### config.mk
export PLATFORM = sky130hd
export DESIGN_NAME = prog_run_ctrl
export DESIGN_NICKNAME = d
export VERILOG_FILES = /design/src/rtl/prog_run_ctrl.sv
export SDC_FILE = /design/constraint.sdc
export NUM_CORES = 1
export LEC_CHECK = 0
export CORE_MARGIN = 3
export CORE_UTILIZATION = 40
export CTS_CLUSTER_SIZE = 16
export DETAILED_ROUTE_END_ITERATION = 10
export SETUP_SLACK_MARGIN = 0.5
export SYNTH_ARGS = -nofsm -noshare
export SYNTH_HDL_FRONTEND = slang
export SYNTH_SLANG_ARGS = --single-unit
export TNS_END_PERCENT = 30
### constraint.sdc
create_clock -name clk -period 3.18 [get_ports clk]
set_input_delay 0.477 -clock clk [delete_from_list [all_inputs] [get_ports clk]]
set_output_delay 0.477 -clock clk [all_outputs]
set_load 0.02 [all_outputs]
### src/rtl/prog_run_ctrl.sv
// prog_run_ctrl: sequences a program run on the multi-cycle 16-bit RISC datapath.
// Streams a load image into datapath memory, pulses a PC reset, lets the control
// unit run while capturing OutR values into a small FIFO, and stops on HLT or
// when the RUN-state watchdog expires.
module prog_run_ctrl #(
    parameter int DATA_W     = 16,
    parameter int ADDR_W     = 16,
    parameter int FIFO_DEPTH = 8,
    parameter int MAX_CYCLES = 4096
) (
    input  logic              clk,
    input  logic              rst,
    input  logic              start,
    input  logic              ld_valid,
    output logic              ld_ready,
    input  logic [ADDR_W-1:0] ld_addr,
    input  logic [DATA_W-1:0] ld_data,
    input  logic              ld_last,
    output logic              Mem_Addr_Sel,
    output logic              MemW_Data_Sel,
    output logic              MemW_en,
    output logic [ADDR_W-1:0] Ext_Mem_Addr,
    output logic [DATA_W-1:0] Ext_MemW_Data,
    output logic              pc_reset,
    output logic              cpu_run,
    input  logic              halt_in,
    input  logic              outr_strobe,
    input  logic [DATA_W-1:0] outr_data,
    output logic              out_valid,
    input  logic              out_ready,
    output logic [DATA_W-1:0] out_data,
    output logic              done,
    output logic              timeout,
    output logic              overflow
);

    localparam int PTR_W = (FIFO_DEPTH > 1) ? $clog2(FIFO_DEPTH) : 1;
    localparam int CNT_W = (MAX_CYCLES > 1) ? $clog2(MAX_CYCLES) : 1;

    typedef enum logic [2:0] {
        S_IDLE,
        S_LOAD,
        S_PC_RST,
        S_RUN,
        S_DRAIN,
        S_DONE
    } state_t;

    state_t            state;
    logic [CNT_W-1:0]  cycle_cnt;

    logic [DATA_W-1:0] fifo_mem [FIFO_DEPTH];
    logic [PTR_W-1:0]  wr_ptr;
    logic [PTR_W-1:0]  rd_ptr;
    logic [PTR_W:0]    fifo_cnt;

    logic fifo_empty;
    logic fifo_full;
    logic push_req;
    logic push;
    logic pop;
    logic start_ok;

    assign fifo_empty = (fifo_cnt == '0);
    assign fifo_full  = (fifo_cnt == (PTR_W+1)'(FIFO_DEPTH));
    assign pop        = !fifo_empty && out_ready;
    assign push_req   = (state == S_RUN) && outr_strobe;
    // A full FIFO still accepts a push when the head leaves on the same edge.
    assign push       = push_req && (!fifo_full || pop);
    assign start_ok   = start && ((state == S_IDLE) || (state == S_DONE));

    assign out_valid  = !fifo_empty;
    assign out_data   = fifo_mem[rd_ptr];

    // The loader write strobe is combinational so memory writes on the accept
    // edge; it is suppressed on a reset edge so a half-finished load never
    // lands in memory.
    assign MemW_en       = ld_ready && ld_valid && !rst;
    assign Ext_Mem_Addr  = ld_addr;
    assign Ext_MemW_Data = ld_data;

    // Sequencer: state, registered control outputs and the RUN watchdog.
    // NOTE: sequential state uses non-blocking (<=) so every register samples
    // the pre-edge values; blocking here would create order-dependent races.
    always_ff @(posedge clk) begin
        if (rst) begin
            state         <= S_IDLE;
            ld_ready      <= 1'b0;
            Mem_Addr_Sel  <= 1'b1;
            MemW_Data_Sel <= 1'b1;
            pc_reset      <= 1'b0;
            cpu_run       <= 1'b0;
            done          <= 1'b0;
            timeout       <= 1'b0;
            cycle_cnt     <= '0;
        end else begin
            case (state)
                S_IDLE, S_DONE: begin
                    if (start) begin
                        state     <= S_LOAD;
                        ld_ready  <= 1'b1;
                        done      <= 1'b0;
                        timeout   <= 1'b0;
                        cycle_cnt <= '0;
                    end
                end
                S_LOAD: begin
                    if (ld_valid && ld_ready && ld_last) begin
                        state         <= S_PC_RST;
                        ld_ready      <= 1'b0;
                        pc_reset      <= 1'b1;
                        Mem_Addr_Sel  <= 1'b0;
                        MemW_Data_Sel <= 1'b0;
                    end
                end
                S_PC_RST: begin
                    state    <= S_RUN;
                    pc_reset <= 1'b0;
                    cpu_run  <= 1'b1;
                end
                S_RUN: begin
                    cycle_cnt <= cycle_cnt + CNT_W'(1);
                    // Halt takes priority so a program finishing on the last
                    // allowed cycle is not reported as a timeout.
                    if (halt_in) begin
                        state   <= S_DRAIN;
                        cpu_run <= 1'b0;
                    end else if (cycle_cnt == CNT_W'(MAX_CYCLES - 1)) begin
                        state   <= S_DRAIN;
                        cpu_run <= 1'b0;
                        timeout <= 1'b1;
                    end
                end
                S_DRAIN: begin
                    if (fifo_empty) begin
                        state         <= S_DONE;
                        done          <= 1'b1;
                        Mem_Addr_Sel  <= 1'b1;
                        MemW_Data_Sel <= 1'b1;
                    end
                end
                default: state <= S_IDLE;
            endcase
        end
    end

    // Capture FIFO pointers, occupancy and the sticky overflow flag.
    always_ff @(posedge clk) begin
        if (rst) begin
            wr_ptr   <= '0;
            rd_ptr   <= '0;
            fifo_cnt <= '0;
            overflow <= 1'b0;
        end else begin
            if (push) wr_ptr <= wr_ptr + PTR_W'(1);
            if (pop)  rd_ptr <= rd_ptr + PTR_W'(1);
            case ({push, pop})
                2'b10:   fifo_cnt <= fifo_cnt + (PTR_W+1)'(1);
                2'b01:   fifo_cnt <= fifo_cnt - (PTR_W+1)'(1);
                default: fifo_cnt <= fifo_cnt;
            endcase
            if (start_ok)
                overflow <= 1'b0;
            else if (push_req && !push)
                overflow <= 1'b1;
        end
    end

    // Capture FIFO storage.
    // NOTE: the storage array has no reset; occupancy and pointers define which
    // entries are meaningful, and leaving it unreset lets it map onto RAM.
    always_ff @(posedge clk) begin
        if (push) fifo_mem[wr_ptr] <= outr_data;
    end

endmodule

Word-level counts from Yosys, hierarchy flattened
Memories as Yosys holds them, arrays and structs flattened. A register that Yosys moved wholly into a read port is not among the register bits.
Index checks and enable logic that the tools add are counted.
- register bits after elaboration: 32
- memory bits (writable): 128
- input port bits: 56
- output and inout bits: 58
- logic and storage cells: 94
- memories kept: 1
- memory list (name ; depth ; bits a word ; rd ports ; clocked after memory_dff ; write ports ; line ; RTL):
    fifo_mem ; 8 ; 16 ; 1 ; 1 ; 1 ; 52 ; logic [DATA_W-1:0] fifo_mem [FIFO_DEPTH];
- add/sub/neg operators: 5
- equality and inequality tests: 15
- mux-type cells: 28
- reduce and logical (&&, ||, !) cells: 33
- operators by type and width (cell ; number):
    12-bit one-hot mux with 2 select lines ; 1
    3-bit 2-to-1 mux ; 7
    3-bit one-hot mux with 5 select lines ; 1
    2-bit nonzero test ; 7
    12-bit by 1-bit adder with 12-bit output, second input constant ; 1
    12-bit == test, second input constant ; 1
    12-bit 2-to-1 mux ; 1
    1-bit one-hot mux with 2 select lines ; 6
    1-bit 2-to-1 mux ; 11
    3-bit AND reduction ; 3
    1-bit logical AND ; 8
    2-bit inequality test, second input constant ; 4
    4-bit one-hot mux with 2 select lines ; 1
    4-bit AND reduction ; 2
    3-bit by 1-bit adder with 3-bit output, second input constant ; 2
    3-bit by 2-bit == test with 1-bit output, second input constant ; 2
    3-bit == test, second input constant ; 2
    2-bit AND reduction ; 3
    4-bit by 1-bit adder with 4-bit output, second input constant ; 1
    4-bit == test, second input constant ; 1
    1-bit zero test ; 4
    4-bit zero test ; 1
    2-bit OR reduction ; 2
    4-bit by 1-bit subtractor with 4-bit output, second input constant ; 1
    7 further kinds ; 8

Depth between registers and ports, before layout
- depth in word-level cells: 7
- depth in mapped cells: 9

Worst setup path after synthesis
Ideal clock, no wire load.
- path type: input to register
- start point: in outr_strobe
- end point: mem fifo_mem[0][0], enable pin
- setup time: 0.430 ns
- arrival time: 2.368 ns
- slack: 0.382 ns
- stages on the path: 3
- buffers on the path: 0
- cell sequence: nand4b_1 > a21o_1 > nor4_1
- longest elaborated chain between the ends: 4
- RTL lines (element ; line ; RTL):
    from (decl) ; 27 ; input logic outr_strobe,
    1-bit logical AND ; 67 ; assign push_req = (state == S_RUN) && outr_strobe;
    1-bit logical AND ; 69 ; assign push = push_req && (!fifo_full || pop);
    1-bit 2-to-1 mux ; 173 ; if (push) fifo_mem[wr_ptr] <= outr_data;
    1-bit 2-to-1 mux (implied by the code) ; 173 ;
    to (decl) ; 52 ;
No other way between the ends.

==> impl_metrics.toml <==
[clocking]
cts_tree = "done"
insertion_delay_ns = 0.42
cts_buffer_depth = 2
cts_made_buffers = 17
htree_levels = 4
root_buffer = "clkbuf_16"
path_clk_slew_ns = 0.06
clkSinkCount = 163
cts_setup_buffers = 0

[drt]
via_per_inst = 5.29
drc_errors = 0
drt_pre_antenna_iters = 4
drt_iter0_markers = 214
wire_per_inst_um = 18.1
via_count = 3762
drt_wl_total_mm = 12.8
ant_nets = 0

[global_routing]
grt_start_max_net_pins = 35
track_usage_pct = 14.7
antenna_found_initial = 1
grt_pass1_wl_mm = 20.8
grt_pass1_vias = 3960
overflow = 0

[critical_path]
end_kind = "output pin"
crit_chain = "buf_12 -> mux4_2 -> mux2_2 -> dlygate4sd2_1"
path_buf_inv = 2
r2r_slack_ns = 0.81
cp-start-kind = "register"
worstPathMaxFanout = 16
crit_type = "reg -> out"
worstRegToRegCells = 4
reg2reg_to = "fifo_mem[0][13]$_DFFE_PP_"
regToRegStartpoint = "state[0]$_SDFFE_PP0P_"
cp_data_arrival_time_ns = 2.15
path_delay_family = "multiplexers"
slowest_stage = "mux4_2"
cp_slowest_stage_delay_ns = 0.53
worst-endpoint-required_ns = 2.70

[yosys]
ys_seq_area_share_pct = 66.3
async_flop_share_pct = 0
yosys_most_used_dff = "edfxtp_1"
synth_cell_type_count = 47
synth_cells = 446
synth_edf_count = 128
yosysWarningCount = 0
synth-seq-cells = 163
syn_area_sq_um = 6860
synth_fp_nets = 508
avgSynthCellArea_sq_um = 15.4

[placed_design]
postPlaceCellArea_sq_um = 7460
hpwlAfterDp_mm = 7.84
gp_congestion = 0.821
placed_cells = 678
port_buffers = 49

[sta]
rsz0062_at_grt = "true"
fmax_ghz = 0.380
setup_tns_ns = 0
final_max_slew_viol_count = 0
hold_viol = 0
max_slew_margin_pct = 49.4
clock-skew-final_ns = 0.00638
setup_viol = 0
min_period_over_period_pct = 82.7
fin_crit_ns = 2.63
worstMarginPinSlew_ns = 0.756

[cells_and_area]
fillCellCount = 1435
final_area_sq_um = 8060
instances_no_fill = 711
final_cell_mix = "edfxtp_1 (128), dfxtp_1 (34), clkdlybuf4s50_1 (33), mux4_2 (32), nor2_1 (31)"
drive_gt1_share_pct = 22.4
final_common_cell = "edfxtp_1"
area_growth_pct = 17.6
diodes = 0
final_nets = 540

[flow_run]
cap_violations = 0

[power]
vdd_drop_max_mv = 0.392
p_leak_uw = 0.00262
power_density_nw_per_um2 = 706

[hold_path]
holdPathEnd = "pc_reset$_SDFFE_PP0P_"
min_path_cells = 2
min_from = "pc_reset$_SDFFE_PP0P_"
min_path_type = "reg -> reg"

[run_status]
status = "complete, no violations"

[floorplan]
core_area_sq_um = 16700
num_rows = 47
die_h_um = 137
die_area_sq_um = 18800
die_w_um = 137
ios = 114
start_util_pct = 41.1
worst max path at each step:
stage          slack, ns        start                   endpoint  cells past startpoint
2_1_floorplan       0.50  outr_strobe   fifo_mem[4][0]$_DFFE_PP_                      4
3_3_place_gp        0.64    out_ready   fifo_mem[0][6]$_DFFE_PP_                      5
3_5_place_dp        0.56  outr_strobe  fifo_mem[0][14]$_DFFE_PP_                      5
4_1_cts             0.30     register                out_data[0]                      4
5_1_grt             0.47     register                out_data[1]                      4
6_report            0.55     register               out_data[13]                      4
sequential cells by signal, summed over array words and instances (netlist names), named ones only:
register / flops
timeout: 1
fifo_cnt: 4
MemW_Data_Sel: 1
rd_ptr: 3
pc_reset: 1
fifo_mem: 128
cpu_run: 1
wr_ptr: 3
cycle_cnt: 12
state: 3
overflow: 1
ld_ready: 1
done: 1
area by class of cell:
type | count | area, sq um | share of cell area (%)
inverter | 5 | 18.8 | 0.233
tap | 220 | 275 | 3.41
sequential | 163 | 4550 | 56.4
clock buffer | 18 | 429 | 5.32
timing repair buffer | 66 | 646 | 8.01
clock inverter | 14 | 149 | 1.85
multi-input combinational | 225 | 2000 | 24.8
per-stage QoR:
step / hold WS [ns] / setup slack (ns) / total power, uW / util [%]
3_3_place_gp: 0.461 / 0.637 / 3730 / 44.7
2_1_floorplan: 0.454 / 0.502 / 3420 / -
5_1_grt: 0.504 / 0.474 / 5980 / 48.3
3_5_place_dp: 0.463 / 0.565 / 3750 / 44.7
4_1_cts: 0.475 / 0.305 / 5780 / 48.2
6_report: 0.474 / 0.551 / 5690 / 48.3
where the power goes:
group / internal (uW) / total [uW] / switching [uW] / leakage, uW
registers: 2350 / 2440 / 89.9 / 0.00143
logic: 649 / 1250 / 599 / 0.000907
clock network: 1170 / 2000 / 836 / 0.000281
total: 4170 / 5690 / 1530 / 0.00262
per-layer routing:
| metal | vias to the layer above | global-route usage [%] | part of all wire, % | wire (um) |
|---|---|---|---|---|
| met5 | - | 0 | 0.10 | 13 |
| met4 | 2 | 5.10 | 1.6 | 209 |
| met3 | 34 | 4.45 | 5.1 | 651 |
| met2 | 86 | 24.1 | 50 | 6360 |
| met1 | 1894 | 18.5 | 44 | 5610 |
| li1 | 1746 | - | - | - |
cells by family (layout without fill, tap and decap cells):
kind of cell               Yosys count  after routing  synth area share (%)
DFF                                163            163                  66.3
adders and majority gates            6              6                  1.20
xor gates and xnor gates             8              8                  1.02
buffers and inverters               58            103                  5.13
and+or+nand+nor                    106            106                  7.74
AOI/OAI and AO/OA                   54             54                  5.04
muxes                               51             51                  13.6
worst min-delay path, stage by stage, from the launching register on:
cell and delay (ns):
dfxtp_1 0.32, nand2_1 0.06, a21oi_1 0.05
cell usage after synthesis, types with 2 or more instances:
master	instances	area share (%)
xor2_1	3	0.38
o21ai_0	12	0.88
a21oi_2	2	0.26
nand3b_1	2	0.22
or3_1	2	0.18
a22oi_1	2	0.22
a41oi_1	2	0.26
nand2b_1	8	0.73
inv_1	5	0.27
mux4_2	32	11
a21oi_1	23	1.7
nand4_1	4	0.36
nand4b_1	2	0.26
ha_1	5	0.91
mux2_2	18	3.0
edfxtp_1	128	56
buf_2	8	0.58
dfxtp_1	35	10
nor3_1	13	0.95
xnor2_1	5	0.64
nor2_1	31	1.7
a211oi_1	2	0.22
nand2_1	18	0.99
nand3_1	12	0.88
clkbuf_1	11	0.60
nor2b_1	6	0.55
a311oi_1	3	0.38
buf_4	33	3.6
what timing repair did:
action                                  4_1_cts  5_1_grt
resized for setup                            14        5
endpoints found under the setup margin       16       16
cloned                                        1        0
hold buffers                                  0        0
No activity file was read; power rests on OpenSTA's default activity.
